File: config.mk
export PLATFORM = sky130hd
export DESIGN_NAME = exec_unit
export DESIGN_NICKNAME = d
export VERILOG_FILES = /design/src/rtl/exec_pkg.sv /design/src/rtl/exec_unit_alu.sv /design/src/rtl/exec_unit.sv
export SDC_FILE = /design/constraint.sdc
export NUM_CORES = 1
export LEC_CHECK = 0
export CORE_ASPECT_RATIO = 1.2
export CORE_UTILIZATION = 25
export CTS_CLUSTER_DIAMETER = 40
export CTS_CLUSTER_SIZE = 14
export DETAILED_ROUTE_END_ITERATION = 16
export PLACE_DENSITY = 0.43
export SLEW_MARGIN = 5
export SYNTH_ARGS = -nofsm -noshare
export SYNTH_HDL_FRONTEND = slang
export SYNTH_SLANG_ARGS = --single-unit
File: constraint.sdc
create_clock -name clk -period 5.1 [get_ports clk]
set_clock_uncertainty 0.1 [all_clocks]
set_input_delay 0.51 -clock clk [delete_from_list [all_inputs] [get_ports clk]]
set_output_delay 0.51 -clock clk [all_outputs]
set_load 0.03 [all_outputs]
File: src/rtl/exec_pkg.sv
// Shared definitions for exec_unit: one-hot ALU op codes, FSM states, multiply length.
// Latency: n/a (definitions only). Backpressure: n/a.
// Op 12'h003 is multiply only when EXEC_UNIT_MUL_EN is defined.
package exec_pkg;

    localparam logic [11:0] OP_ADD  = 12'h001;
    localparam logic [11:0] OP_SUB  = 12'h002;
    localparam logic [11:0] OP_SLTU = 12'h004;
    localparam logic [11:0] OP_SLT  = 12'h008;
    localparam logic [11:0] OP_AND  = 12'h010;
    localparam logic [11:0] OP_OR   = 12'h020;
    localparam logic [11:0] OP_NOR  = 12'h040;
    localparam logic [11:0] OP_XOR  = 12'h080;
    localparam logic [11:0] OP_SLL  = 12'h100;
    localparam logic [11:0] OP_SRL  = 12'h200;
    localparam logic [11:0] OP_SRA  = 12'h400;
    localparam logic [11:0] OP_LUI  = 12'h800;
    localparam logic [11:0] OP_MUL  = 12'h003;

    localparam int MUL_CYCLES = 32;

    typedef enum logic [1:0] {
        ST_IDLE = 2'd0,
        ST_EXEC = 2'd1,
        ST_MUL  = 2'd2,
        ST_RESP = 2'd3
    } state_t;

endpackage

File: src/rtl/exec_unit_alu.sv
// Combinational 32-bit ALU with one-hot function select; unknown codes give 0.
// Latency: 0 cycles (pure combinational). Backpressure: none, no state.
// Never decodes 12'h003; multiply lives in exec_unit.
module exec_unit_alu
    import exec_pkg::*;
(
    input  logic [11:0] f,
    input  logic [31:0] a,
    input  logic [31:0] b,
    output logic [31:0] y
);

    // a + ~b + 1: bit 32 is the carry out, so ~carry means a < b unsigned
    logic [32:0] diff;
    assign diff = {1'b0, a} + {1'b0, ~b} + 33'd1;

    always_comb begin
        y = '0;
        case (f)
            OP_ADD:  y = a + b;
            OP_SUB:  y = diff[31:0];
            OP_SLTU: y = {31'd0, ~diff[32]};
            OP_SLT:  y = {31'd0, diff[31]};
            OP_AND:  y = a & b;
            OP_OR:   y = a | b;
            OP_NOR:  y = ~(a | b);
            OP_XOR:  y = a ^ b;
            OP_SLL:  y = a << b[4:0];
            OP_SRL:  y = a >> b[4:0];
            OP_SRA:  y = $signed(a) >>> b[4:0];
            OP_LUI:  y = b;
            default: y = '0;
        endcase
    end

endmodule

File: src/rtl/exec_unit.sv
// Execution unit: latches one op, runs the ALU (or a shift-add multiply with EXEC_UNIT_MUL_EN), holds the result.
// Latency: 1 edge accept-to-out_valid for ALU ops; 33 edges for multiply when EXEC_UNIT_MUL_EN is defined.
// Backpressure: result/out_valid held until out_ready; a new op may be accepted in the same cycle the result leaves.
module exec_unit
    import exec_pkg::*;
(
    input  logic        clk,
    input  logic        rst_n,
    input  logic        in_valid,
    output logic        in_ready,
    input  logic [11:0] op,
    input  logic [31:0] src_a,
    input  logic [31:0] src_b,
    input  logic [31:0] imm,
    input  logic        use_imm,
    output logic        out_valid,
    input  logic        out_ready,
    output logic [31:0] result
);

    state_t      state_q, state_d;
    logic [11:0] op_q, op_d;
    logic [31:0] a_q, a_d;
    logic [31:0] b_q, b_d;
    logic [31:0] result_q, result_d;
    logic [31:0] alu_y;
    logic        accept;
`ifdef EXEC_UNIT_MUL_EN
    logic [5:0]  cnt_q, cnt_d;
`endif

    exec_unit_alu u_alu (
        .f (op_q),
        .a (a_q),
        .b (b_q),
        .y (alu_y)
    );

    assign in_ready  = (state_q == ST_IDLE) || ((state_q == ST_RESP) && out_ready);
    assign out_valid = (state_q == ST_RESP);
    assign result    = result_q;
    assign accept    = in_valid && in_ready;

    always_comb begin
        state_d  = state_q;
        op_d     = op_q;
        a_d      = a_q;
        b_d      = b_q;
        result_d = result_q;
`ifdef EXEC_UNIT_MUL_EN
        cnt_d    = cnt_q;
`endif
        if (accept) begin
            op_d    = op;
            a_d     = src_a;
            b_d     = use_imm ? imm : src_b;
            state_d = ST_EXEC;
`ifdef EXEC_UNIT_MUL_EN
            if (op == OP_MUL) begin
                state_d  = ST_MUL;
                cnt_d    = '0;
                result_d = '0;
            end
`endif
        end else begin
            case (state_q)
                ST_IDLE: state_d = ST_IDLE;
                ST_EXEC: begin
                    result_d = alu_y;
                    state_d  = ST_RESP;
                end
`ifdef EXEC_UNIT_MUL_EN
                // result accumulates partial products; a/b shift one bit per cycle
                ST_MUL: begin
                    if (cnt_q == 6'(MUL_CYCLES)) begin
                        state_d = ST_RESP;
                    end else begin
                        if (b_q[0]) begin
                            result_d = result_q + a_q;
                        end
                        a_d   = a_q << 1;
                        b_d   = b_q >> 1;
                        cnt_d = cnt_q + 6'd1;
                    end
                end
`endif
                ST_RESP: begin
                    if (out_ready) begin
                        state_d = ST_IDLE;
                    end
                end
                default: state_d = ST_IDLE;
            endcase
        end
    end

    always_ff @(posedge clk or negedge rst_n) begin
        if (!rst_n) begin
            state_q  <= ST_IDLE;
            op_q     <= '0;
            a_q      <= '0;
            b_q      <= '0;
            result_q <= '0;
`ifdef EXEC_UNIT_MUL_EN
            cnt_q    <= '0;
`endif
        end else begin
            state_q  <= state_d;
            op_q     <= op_d;
            a_q      <= a_d;
            b_q      <= b_d;
            result_q <= result_d;
`ifdef EXEC_UNIT_MUL_EN
            cnt_q    <= cnt_d;
`endif
        end
    end

endmodule
After elaboration in Yosys (flattened, before gate mapping)
Index checks and enable logic that the tools add are counted.
{"block": "totals", "output_inout_bits": 34, "elab_cells": 43, "regBits": 110, "input_bits": 113}
{"block": "op_classes", "n_bitwise": 7, "n_addsub": 3, "eq_ne": 15, "n_reduce_logical": 5, "shift": 3, "muxes": 5}
{"operator": "$pmux 32 s12", "n": 1}
{"operator": "$not 32->32", "n": 2}
{"operator": "$add 32x32->33", "n": 1}
{"operator": "$add 33x1->33 const B", "n": 1}
{"operator": "$add 32x32->32", "n": 1}
{"operator": "$and 32x32->32", "n": 1}
{"operator": "$mux 32", "n": 1}
{"operator": "$or 32x32->32", "n": 1}
{"operator": "$shl 32x5->32", "n": 1}
{"operator": "$shr 32x5->32", "n": 1}
{"operator": "$sshr 32x5->32", "n": 1}
{"operator": "$xor 32x32->32", "n": 1}
{"operator": "$eq 12x1->1 const B", "n": 1}
{"operator": "$eq 12x10->1 const B", "n": 1}
{"operator": "$eq 12x11->1 const B", "n": 1}
{"operator": "$eq 12x12->1 const B", "n": 1}
{"operator": "$eq 12x2->1 const B", "n": 1}
{"operator": "$eq 12x3->1 const B", "n": 1}
{"operator": "$eq 12x4->1 const B", "n": 1}
{"operator": "$eq 12x5->1 const B", "n": 1}
{"operator": "$eq 12x6->1 const B", "n": 1}
{"operator": "$eq 12x7->1 const B", "n": 1}
{"operator": "$eq 12x8->1 const B", "n": 1}
{"operator": "$eq 12x9->1 const B", "n": 1}
{"operator": "10 further kinds", "n": 13}

Longest topological paths before layout
Gate-level depths: netlist of run 1.
{"block": "logic_depth", "depth_word": 6, "mapped_depth": 15, "ltp_nobuf": 13}

Modules after synthesis
From an unflattened synthesis of run 1, not the netlist that was laid out.
{"block": "unflattened", "cells_unflattened": 1651, "hier_area_um2": 13467.9}
{"mod": "exec_unit_alu", "cells_per_inst": 1336, "instances": 1, "area_per_inst_um2": 8991.1}
{"mod": "exec_unit", "cells_per_inst": 315, "instances": 1, "area_per_inst_um2": 4476.8}

Worst setup path after synthesis of run 1
No wires, ideal clock.
{"block": "synth_path", "kind": "reg2reg", "from": "register b_q[2]", "to": "register result_q[26], in the netlist result[26]", "arrival_ns": 3.761, "stages_incl_launch_ff": 15, "required_time_ns": 4.929, "period_less_slack_ns": 3.932, "setup_slack_ns": 1.168, "path_cell_list": "dfrtp_1 -> inv_1 -> clkbuf_1 -> clkbuf_1 -> clkbuf_1 -> ha_1 -> a211oi_1 -> o21ai_0 -> o211ai_1 -> a2111oi_0 -> o31ai_1 -> a2111oi_0 -> mux2i_1 -> nand2_1 -> nand4_1"}
{"block": "synth_between", "elab_chain_cells": 4, "elab_cells_between_ends": 8, "classes_between": "add/sub (3); shift (3); mux (1); bitwise (1)"}
{"element": "start, declared", "line_no": "exec_unit.sv:24", "text": "logic [31:0] b_q, b_d;"}
{"element": "start signal, assigned", "line_no": "exec_unit.sv:102", "text": "b_q <= '0;"}
{"element": "start signal, assigned", "line_no": "exec_unit.sv:111", "text": "b_q <= b_d;"}
{"element": "$not 32->32", "line_no": "exec_unit_alu.sv:15", "text": "assign diff = {1'b0, a} + {1'b0, ~b} + 33'd1;"}
{"element": "$add 32x32->33", "line_no": "exec_unit_alu.sv:15"}
{"element": "$add 33x1->33", "line_no": "exec_unit_alu.sv:15"}
{"element": "$pmux 32 s12 *", "line_no": "exec_unit_alu.sv:19", "text": "case (f)"}
{"element": "end signal, assigned", "line_no": "exec_unit.sv:112", "text": "result_q <= result_d;"}
{"element": "end, declared", "line_no": "exec_unit.sv:25", "text": "logic [31:0] result_q, result_d;"}
Every way passes the cells marked *; elsewhere a longest branch is shown, timed or not.
A chain may end at the register's enable or synchronous reset.

Worst setup path after layout of run 1
{"block": "layout_path", "from": "register b_q[0]", "to": "register result_q[28], in the netlist result[28]"}
The elaborated chain is that of the path after synthesis.

==> impl_metrics.sql, run 1 <==
INSERT INTO impl_metrics (metric_group, metric, value, unit) VALUES
('status', 'run_status', 'complete, no violations', ''),
('cts', 'clk_transition_reported_paths', '0.09', 'ns'),
('critical_path', 'required_time_at_the_worst_slack_endpoint', '5.27', 'ns'),
('final_layout', 'finish.net_count', '2123', ''),
('final_layout', 'area_growth', '19.3', '%'),
('place', 'finalWeightedCongestion', '0.995', ''),
('final_layout', 'layout.cells.most_common', 'sky130_fd_sc_hd__nand2_1', ''),
('synthesis', 'async_set_or_reset_register_ratio_after_synthesis', '100', '%'),
('timing', 'fmax', '237', 'MHz'),
('power_and_ir_drop', 'pwr-share-clk', '6.0', '%'),
('timing', 'finalHoldViolCount', '0', ''),
('floorplan', 'ios', '147', ''),
('power_and_ir_drop', 'total_power', '0.0126', 'W'),
('cts', 'clock_sink_count', '110', ''),
('detailed_routing', 'routed_wire_length_per_instance', '27.1', 'um'),
('timing', 'timing_max_transition_violations_final', '0', ''),
('detailed_routing', 'drt_pass1_iterations', '6', ''),
('final_layout', 'antenna-diode-count', '0', ''),
('timing', 'fin_crit', '4.22', 'ns'),
('floorplan', 'core', '0.0552', 'mm2'),
('critical_path', 'worst_setup_path_end_kind', 'register', ''),
('timing', 'tightestPinTransition', '1.15', 'ns'),
('synthesis', 'mean_area_per_synthesized_cell', '7.79', 'um2'),
('critical_path', 'worst_ep_arrival_time', '4.39', 'ns'),
('synthesis', 'synth_enable_flop_cells', '0', ''),
('cts', 'cts_inserted_buffers', '9', ''),
('global_route', 'antenna_found_initial', '0', ''),
('power_and_ir_drop', 'irDropWorstVdd', '0.250', 'mV'),
('power_and_ir_drop', 'power.leakage', '6.84', 'nW'),
('final_layout', 'most_frequent_cells_in_the_layout', 'sky130_fd_sc_hd__nand2_1 (168), sky130_fd_sc_hd__nor2_1 (162), sky130_fd_sc_hd__a21oi_1 (146), sky130_fd_sc_hd__clkdlybuf4s50_1 (144), sky130_fd_sc_hd__o21ai_0 (141)', ''),
('critical_path', 'critical_path.startpoint_type', 'register', ''),
('power_and_ir_drop', 'p_int', '0.00510', 'W'),
('job', 'maxCapViolCount', '0', ''),
('final_layout', 'layout.area.seq', '0.00276', 'mm2'),
('floorplan', 'overall_die_width', '218', 'um'),
('final_layout', 'design_area', '0.0168', 'mm2'),
('min_path', 'hold_removal_path_class', 'in -> async', ''),
('critical_path', 'critical_path_fanout_max', '87', ''),
('synthesis', 'ys_ff_latch', '110', ''),
('synthesis', 'synthCells', '1803', ''),
('place', 'placedInstanceArea', '0.0165', 'mm2'),
('cts', 'post_cts_repair_timing_setup_buffer_count', '0', ''),
('cts', 'tritoncts', 'yes', ''),
('global_route', 'grt_start_max_net_pins', '88', ''),
('power_and_ir_drop', 'share_seq_of_total_power', '14.7', '%'),
('critical_path', 'cp.buffers_inverters', '1', ''),
('timing', 'setup-violations-final', '0', ''),
('final_layout', 'layout.filler_cells', '5956', ''),
('detailed_routing', 'vias_per_cell', '5.72', ''),
('critical_path', 'worstPathCellList', 'buf_12 > ha_1 > fa_1 > a211oi_1 > o21ai_0 > o211ai_1 > a211oi_1 > o211ai_1 > nand3_1 > a21o_1 > a2111oi_0 > o31ai_1', ''),
('critical_path', 'critical-path-max-stage-delay', '0.58', 'ns'),
('synthesis', 'yosys_synthesis_warning_count', '0', ''),
('place', 'place.detailed.instances', '2607', ''),
('cts', 'clock_tree.htree_level_count', '3', ''),
('timing', 'final_min_period_over_clock_period', '82.7', '%'),
('timing', 'setup_tns', '0', 'ns'),
('timing', 'hold_slack', '0.0178', 'ns'),
('detailed_routing', 'drcViolationCount', '0', ''),
('global_route', 'grt_overflow', '0', ''),
('global_route', 'global_route.usage.total', '24.6', '%'),
('cts', 'clock_network_latency_to_the_later_pin_of_the_worst_skew_pair', '0.41', 'ns'),
('detailed_routing', 'dr_total_vias', '15010', ''),
('floorplan', 'start_util', '25.5', '%'),
('synthesis', 'post_synth_instance_area', '0.0140', 'mm2'),
('timing', 'setup_repair_after_global_routing_missed_its_margin', 'no', ''),
('cts', 'ctsHoldBuffers', '0', ''),
('power_and_ir_drop', 'combPwrFrac', '79.3', '%'),
('critical_path', 'path_delay_family', 'compound AO/OA/AOI/OAI gates', ''),
('place', 'port-buffer-count', '146', ''),
('final_layout', 'multi_input_combinational_cell_area', '0.0104', 'mm2'),
('cts', 'cts_root_buffer', 'sky130_fd_sc_hd__clkbuf_16', '');
-- registers in the layout, indices dropped and copies added (netlist names) --
signal / flops
state_q: 2
a_q: 32
op_q: 12
b_q: 32
result: 32
-- power groups by stage --
stage / Combinational (W) / Clock, W / Sequential, W
5_1_grt: 0.0107 / 0.000805 / 0.00192
3_3_place_gp: 0.00982 / 0 / 0.00186
4_1_cts: 0.00978 / 0.000787 / 0.00185
2_1_floorplan: 0.00648 / 0 / 0.00168
3_5_place_dp: 0.00973 / 0 / 0.00187
6_report: 0.00998 / 0.000751 / 0.00185
-- routing by layer --
| layer | GRT usage (%) | share of wire (%) | vias to the layer above |
|---|---|---|---|
| met5 | 0 | 0 | - |
| met4 | 10.7 | 4.2 | 0 |
| met3 | 2.91 | 5.5 | 121 |
| met2 | 39.7 | 47 | 549 |
| met1 | 32.8 | 44 | 7442 |
| li1 | - | - | 6898 |
-- through the flow --
step           utilization (%)  worst slack (ns)
2_1_floorplan                -              1.17
3_3_place_gp              29.9             0.922
3_5_place_dp              29.9             0.960
4_1_cts                   30.4             0.964
5_1_grt                   30.4             0.562
6_report                  30.4             0.884
-- cells by family after synthesis --
group	after synthesis	share of synthesized area (%)
xor gates and xnor gates	19	1.18
AOI/OAI and AO/OA	597	28.0
muxes	188	16.4
buffers and inverters	233	6.40
DFF	110	19.6
and+or+nand+nor	544	18.3
adders and majority gates	112	10.1
-- cell usage after synthesis, drive strengths merged (32+ instances only) --
master  count
nand2     169
nor2      163
a21oi     146
o21ai     143
dfrtp     110
ha        110
clkbuf    105
inv       101
mux2i      97
mux2       64
nor3       46
a211oi     33
o211ai     33
nand3      32
-- cell type report --
type / count / area share (%)
Inverter: 101 / 2.26
Multi-Input combinational cell: 1460 / 62.2
Clock inverter: 6 / 0.314
Sequential cell: 110 / 16.5
Tap cell: 720 / 5.38
Clock buffer: 10 / 1.37
Timing Repair Buffer: 216 / 12.0
-- path summary, 6_finish.rpt --
check	from	endpoint	slack, ns	cells past startpoint
max reg2reg	b_q[0]	result[28]	0.88	12
min in group clk	result[9]	result[9]	0.39	2
min	rst_n	b_q[25]	0.02	1
min reg2reg	result[9]	result[9]	0.39	2
max	b_q[0]	result[28]	0.88	12
max in group asynchronous	rst_n	b_q[0]	3.82	2
Note: power is estimated with default switching activity, not from simulation.
==> run 2: changes to the inputs <==
--- a/config.mk
+++ b/config.mk
@@ -10,7 +10,7 @@
 export CTS_CLUSTER_DIAMETER = 40
 export CTS_CLUSTER_SIZE = 14
 export DETAILED_ROUTE_END_ITERATION = 16
-export PLACE_DENSITY = 0.43
+export PLACE_DENSITY = 0.44
 export SLEW_MARGIN = 5
 export SYNTH_ARGS = -nofsm -noshare
 export SYNTH_HDL_FRONTEND = slang
==> constraint.sdc (replaced) <==
create_clock -name clk -period 3.7 [get_ports clk]
set_clock_uncertainty 0.1 [all_clocks]
set_input_delay 0.37 -clock clk [delete_from_list [all_inputs] [get_ports clk]]
set_output_delay 0.37 -clock clk [all_outputs]
set_load 0.03 [all_outputs]
==> impl_metrics.sql, run 2 (synthesis results as in run 1) <==
INSERT INTO impl_metrics (metric_group, metric, value, unit) VALUES
('global_route', 'global_route.usage.total', '25.1', '%'),
('final_layout', 'area_growth', '26.5', '%'),
('min_path', 'hold_removal_path_class', 'in -> reg', ''),
('status', 'run_status', 'complete, no violations', ''),
('place', 'detailedPlacementHpwl', '57.2', 'mm'),
('job', 'maxCapViolCount', '0', ''),
('critical_path', 'worst_ep_arrival_time', '3.74', 'ns'),
('global_route', 'grt_overflow', '0', ''),
('floorplan', 'die-area', '0.0571', 'mm2'),
('min_path', 'min_path_cells', '3', ''),
('cts', 'clk_transition_reported_paths', '0.09', 'ns'),
('place', 'port-buffer-count', '146', ''),
('floorplan', 'overall_die_width', '218', 'um'),
('timing', 'timing_max_transition_violations_final', '0', ''),
('timing', 'finalHoldViolCount', '0', ''),
('final_layout', 'most_frequent_cells_in_the_layout', 'sky130_fd_sc_hd__nand2_1 (168), sky130_fd_sc_hd__buf_4 (167), sky130_fd_sc_hd__nor2_1 (162), sky130_fd_sc_hd__a21oi_1 (146), sky130_fd_sc_hd__clkdlybuf4s50_1 (144)', ''),
('timing', 'tightestPinTransition', '0.878', 'ns'),
('timing', 'fin_crit', '3.57', 'ns'),
('critical_path', 'ff2ff_setup_slack', '0.13', 'ns'),
('critical_path', 'worst_setup_path_end_kind', 'register', ''),
('floorplan', 'number_of_placement_rows', '94', ''),
('critical_path', 'r2r_end', 'result[28]', ''),
('min_path', 'hold_end', 'b_q[31]', ''),
('timing', 'timing.slew.headroom', '40.7', '%'),
('timing', 'setup-violations-final', '0', ''),
('detailed_routing', 'dr_total_vias', '15467', ''),
('final_layout', 'post-route-util', '32.2', '%'),
('critical_path', 'reg2regPathDepth', '12', ''),
('detailed_routing', 'drt_pass1_iterations', '7', ''),
('final_layout', 'drive_above_1_share', '16.4', '%'),
('floorplan', 'die_height', '262', 'um'),
('timing', 'final_min_period_over_clock_period', '96.5', '%'),
('place', 'dp_slack', '-0.127', 'ns'),
('power_and_ir_drop', 'irDropWorstVdd', '0.396', 'mV'),
('global_route', 'grt_pass1_wl', '105', 'mm'),
('global_route', 'antenna_found_initial', '0', ''),
('cts', 'cts_root_buffer', 'sky130_fd_sc_hd__clkbuf_16', ''),
('min_path', 'holdCritStartpoint', 'use_imm', ''),
('critical_path', 'critical-path-max-stage-delay', '0.51', 'ns'),
('detailed_routing', 'finalWirelength', '72.6', 'mm'),
('cts', 'clock_sink_count', '110', ''),
('cts', 'maximum_clock_insertion_buffer_count', '2', ''),
('cts', 'clock_tree.htree_level_count', '3', ''),
('cts', 'cts_inserted_buffers', '9', ''),
('floorplan', 'start_util', '25.5', '%'),
('detailed_routing', 'postRouteAntennaNets', '0', ''),
('timing', 'fmax', '280', 'MHz'),
('timing', 'post-route-worst-setup-slack', '0.130', 'ns'),
('critical_path', 'critical_path_fanout_max', '4', ''),
('floorplan', 'core', '0.0552', 'mm2'),
('critical_path', 'regToRegStartpoint', 'b_q[0]', ''),
('detailed_routing', 'drt_iter0_drc', '1598', ''),
('critical_path', 'crit_path_top_delay_cell', 'sky130_fd_sc_hd__dfrtp_4', ''),
('critical_path', 'worstPathCellList', 'ha_1 > fa_1 > a211oi_2 > o21ai_0 > o211ai_1 > buf_4 > a211oi_1 > o211ai_1 > nand3_1 > a21o_1 > a2111oi_0 > o31ai_1', ''),
('detailed_routing', 'vias_per_cell', '5.66', ''),
('global_route', 'number_of_global_route_vias_before_repair', '15097', ''),
('critical_path', 'cp_common_cell', 'sky130_fd_sc_hd__o211ai_1', ''),
('critical_path', 'critical_path.startpoint_type', 'register', ''),
('detailed_routing', 'routed_wire_length_per_instance', '26.6', 'um'),
('cts', 'tritoncts', 'yes', ''),
('power_and_ir_drop', 'power.leakage', '7.44', 'nW'),
('global_route', 'grt_start_max_net_pins', '86', ''),
('timing', 'setup_tns', '0', 'ns'),
('critical_path', 'required_time_at_the_worst_slack_endpoint', '3.87', 'ns'),
('power_and_ir_drop', 'powerDensity', '1040', 'mW/mm2'),
('place', 'finalWeightedCongestion', '0.942', ''),
('critical_path', 'crit_type', 'reg -> reg', ''),
('cts', 'clock_network_latency_to_the_later_pin_of_the_worst_skew_pair', '0.41', 'ns'),
('final_layout', 'finish.net_count', '2232', ''),
('detailed_routing', 'drcViolationCount', '0', ''),
('final_layout', 'layout.cells.most_common', 'sky130_fd_sc_hd__nand2_1', ''),
('floorplan', 'ios', '147', '');
==> run 2: layer usage <==
layer	vias up	global-route usage (%)	part of all wire (%)
met5	-	0	0
met4	0	7.91	2.7
met3	97	3.90	6.2
met2	599	41.4	47
met1	7636	33.5	44
li1	7135	-	-
==> run 2: final cells by class <==
class                   count  area (um2)
diodes                      1        2.50
clock buffers               9         225
clock inverters             7        78.8
fillers                  5816       37400
inverters                 101         379
multi-input cells        1460       10500
flip-flops and latches    110        2760
well taps                 720         901
repair buffers            325        2950
==> run 2: worst max-delay path, delay by kind of cell (launching register included) <==
family	cells	cell delay [ns]
flops	1	0.51
compound gates	8	1.69
buf+inv	1	0.18
fa+ha+maj	2	0.67
simple gates	1	0.29
==> run 2: worst max-delay path by stage <==
stage,startpoint,to,cells past startpoint
after global routing,b_q[0],result[28],12
after floorplan,b_q[2],result[26],14
after CTS,b_q[3],result[26],14
after detailed placement,b_q[0],result[4],13
after global placement,b_q[0],result[4],12
final,b_q[0],result[28],12
==> run 2: timing repair <==
item | 4_1_cts | 5_1_grt
endpoints found under the hold margin | 44 | 0
endpoints found under the setup margin | 2 | 10
resized for setup | 2 | 9
pin swaps | 0 | 0
hold buffers | 1 | 0
setup buffers | 0 | 1
==> run 2: stage by stage <==
stage,hold slack [ns],area (um2),total power [W],std cells
after floorplan,-0.0256,14100,0.0113,1803
after global placement,0.335,17400,0.0171,2714
after detailed placement,0.343,17400,0.0170,2714
after CTS,0.341,17700,0.0182,2731
after global routing,0.404,17800,0.0198,2732
final,0.362,17800,0.0185,2733
==> run 2: where the power goes <==
part,leakage (nW),internal [W],switching [W]
registers,1.37,0.00167,0.000593
clock network,0.151,0.000535,0.000581
logic,5.92,0.00567,0.00950
total,7.44,0.00788,0.0107
==> run 3: changes to the inputs <==
--- a/config.mk
+++ b/config.mk
@@ -10,6 +10,7 @@
 export CTS_CLUSTER_DIAMETER = 40
 export CTS_CLUSTER_SIZE = 14
 export DETAILED_ROUTE_END_ITERATION = 16
+export GPL_ROUTABILITY_DRIVEN = 0
 export PLACE_DENSITY = 0.44
 export SLEW_MARGIN = 5
 export SYNTH_ARGS = -nofsm -noshare
==> impl_metrics.sql, run 3 (synthesis results as in run 1) <==
INSERT INTO impl_metrics (metric_group, metric, value, unit) VALUES
('status', 'run_status', 'complete, no violations', ''),
('power_and_ir_drop', 'pwr-share-clk', '5.7', '%'),
('final_layout', 'drive_above_1_share', '15.3', '%'),
('floorplan', 'die_height', '262', 'um'),
('floorplan', 'overall_die_width', '218', 'um'),
('floorplan', 'die-area', '0.0571', 'mm2'),
('detailed_routing', 'routed_wire_length_per_instance', '25.9', 'um'),
('cts', 'clock_tree.htree_level_count', '3', ''),
('power_and_ir_drop', 'powerDensity', '1030', 'mW/mm2'),
('power_and_ir_drop', 'share_seq_of_total_power', '12.5', '%'),
('place', 'place.detailed.instances', '2685', ''),
('power_and_ir_drop', 'power.leakage', '7.26', 'nW'),
('final_layout', 'most_frequent_cells_in_the_layout', 'sky130_fd_sc_hd__nand2_1 (168), sky130_fd_sc_hd__nor2_1 (162), sky130_fd_sc_hd__a21oi_1 (146), sky130_fd_sc_hd__clkdlybuf4s50_1 (144), sky130_fd_sc_hd__o21ai_0 (141)', ''),
('detailed_routing', 'dr_total_vias', '15465', ''),
('job', 'maxCapViolCount', '0', ''),
('power_and_ir_drop', 'irDropWorstVdd', '0.403', 'mV'),
('cts', 'clock_network_latency_to_the_later_pin_of_the_worst_skew_pair', '0.41', 'ns'),
('critical_path', 'critical_path_fanout_max', '70', ''),
('timing', 'setup-violations-final', '0', ''),
('final_layout', 'finish.net_count', '2202', ''),
('power_and_ir_drop', 'total_power', '0.0180', 'W'),
('cts', 'maximum_clock_insertion_buffer_count', '2', ''),
('detailed_routing', 'drt_pass1_iterations', '8', ''),
('critical_path', 'worst_ep_arrival_time', '3.73', 'ns'),
('timing', 'setup_tns', '0', 'ns'),
('floorplan', 'core', '0.0552', 'mm2'),
('detailed_routing', 'finalWirelength', '70.0', 'mm'),
('timing', 'setup_repair_after_global_routing_missed_its_margin', 'yes', ''),
('cts', 'cts_root_buffer', 'sky130_fd_sc_hd__clkbuf_16', ''),
('place', 'detailedPlacementHpwl', '54.5', 'mm'),
('timing', 'finalHoldViolCount', '0', ''),
('power_and_ir_drop', 'p_int', '0.00761', 'W'),
('final_layout', 'antenna-diode-count', '0', ''),
('min_path', 'hold_removal_path_class', 'in -> reg', ''),
('cts', 'clock_sink_count', '110', ''),
('timing', 'fin_crit', '3.55', 'ns'),
('detailed_routing', 'drcViolationCount', '0', ''),
('cts', 'clk_transition_reported_paths', '0.09', 'ns'),
('timing', 'final_min_period_over_clock_period', '96.0', '%'),
('global_route', 'global_route.usage.total', '24.2', '%'),
('timing', 'tightestPinTransition', '1.17', 'ns'),
('detailed_routing', 'drt_iter0_drc', '1682', ''),
('critical_path', 'crit_type', 'reg -> reg', ''),
('final_layout', 'final-instance-count-excl-fill', '2702', ''),
('critical_path', 'required_time_at_the_worst_slack_endpoint', '3.87', 'ns'),
('timing', 'timing.slew.headroom', '21.3', '%'),
('detailed_routing', 'postRouteAntennaNets', '0', ''),
('cts', 'tritoncts', 'yes', ''),
('global_route', 'antenna_found_initial', '2', ''),
('critical_path', 'worst_setup_path_end_kind', 'register', ''),
('timing', 'fmax', '281', 'MHz'),
('final_layout', 'design_area', '0.0175', 'mm2'),
('global_route', 'grt_overflow', '0', ''),
('global_route', 'grt_pass1_wl', '102', 'mm'),
('timing', 'hold_slack', '0.370', 'ns'),
('floorplan', 'start_util', '25.5', '%'),
('place', 'port-buffer-count', '146', ''),
('cts', 'cts_inserted_buffers', '9', ''),
('critical_path', 'ff2ff_setup_slack', '0.15', 'ns'),
('floorplan', 'number_of_placement_rows', '94', ''),
('power_and_ir_drop', 'combPwrFrac', '81.7', '%'),
('power_and_ir_drop', 'power.switching_fraction', '57.8', '%'),
('place', 'placedInstanceArea', '0.0172', 'mm2'),
('floorplan', 'ios', '147', ''),
('timing', 'timing_max_transition_violations_final', '0', ''),
('final_layout', 'layout.cells.most_common', 'sky130_fd_sc_hd__nand2_1', ''),
('final_layout', 'area_growth', '24.8', '%'),
('global_route', 'number_of_global_route_vias_before_repair', '14878', ''),
('global_route', 'grt_start_max_net_pins', '71', ''),
('critical_path', 'critical_path.startpoint_type', 'register', ''),
('power_and_ir_drop', 'power.switching', '0.0104', 'W'),
('detailed_routing', 'vias_per_cell', '5.72', '');
[run 3: layout make-up]
cell class	count	area [um2]
inverter	101	379
clock inverter	6	46.3
multi-input combinational	1460	10500
tap	720	901
sequential	110	2760
clock buffer	10	239
timing repair buffer	295	2710
fill	5816	37600
[run 3: metrics by stage]
step	util [%]	setup slack (ns)
finish	31.8	0.147
global route	31.8	-0.0125
CTS	31.7	0.124
detailed placement	31.1	-0.238
global placement	31.1	-0.286
floorplan	-	-0.0707
[run 3: power by group through the flow]
stage	Clock (W)	Combinational, W	Sequential [W]
floorplan	0	0.00895	0.00232
finish	0.00103	0.0147	0.00226
detailed placement	0	0.0142	0.00229
CTS	0.00108	0.0142	0.00227
global route	0.00111	0.0157	0.00234
global placement	0	0.0142	0.00226
[run 3: layer usage]
metal  GRT usage (%)  share of wire [%]  vias to the layer above
li1                -                  -                     7070
met1            31.8                 43                     7538
met2            38.9                 46                      705
met3            3.55                6.9                      150
met4            11.3                4.7                        2
met5               0              0.010                        -
[run 3: repair_timing]
| item | CTS | global route |
|---|---|---|
| gates resized for setup | 2 | 14 |
| endpoints found under the setup margin | 1 | 9 |
| pin swaps | 0 | 1 |
| cloned | 0 | 0 |
| hold buffers | 1 | 0 |
| endpoints found under the hold margin | 44 | 0 |
| setup buffers | 0 | 0 |
[run 3: worst paths after layout]
check                      startpoint         end  cells after the start
min                           use_imm     b_q[29]                      3
min reg2reg                 result[7]   result[7]                      2
min in group asynchronous       rst_n      a_q[7]                      2
max reg2reg                    b_q[0]  result[14]                     13
max                            b_q[0]  result[14]                     13
max in group asynchronous       rst_n     b_q[25]                      3
[run 3: critical path, stage by stage, from the launching register on]
cell and delay (ns):
sky130_fd_sc_hd__dfrtp_4 0.47, sky130_fd_sc_hd__buf_12 0.34, sky130_fd_sc_hd__inv_1 0.28, sky130_fd_sc_hd__ha_1 0.35, sky130_fd_sc_hd__inv_1 0.11, sky130_fd_sc_hd__mux2i_1 0.14
sky130_fd_sc_hd__mux2i_1 0.49, sky130_fd_sc_hd__mux2i_1 0.20, sky130_fd_sc_hd__nand2_1 0.10, sky130_fd_sc_hd__o21ai_0 0.07, sky130_fd_sc_hd__mux2i_1 0.32, sky130_fd_sc_hd__buf_4 0.19
sky130_fd_sc_hd__and3_1 0.14, sky130_fd_sc_hd__o21ai_0 0.07
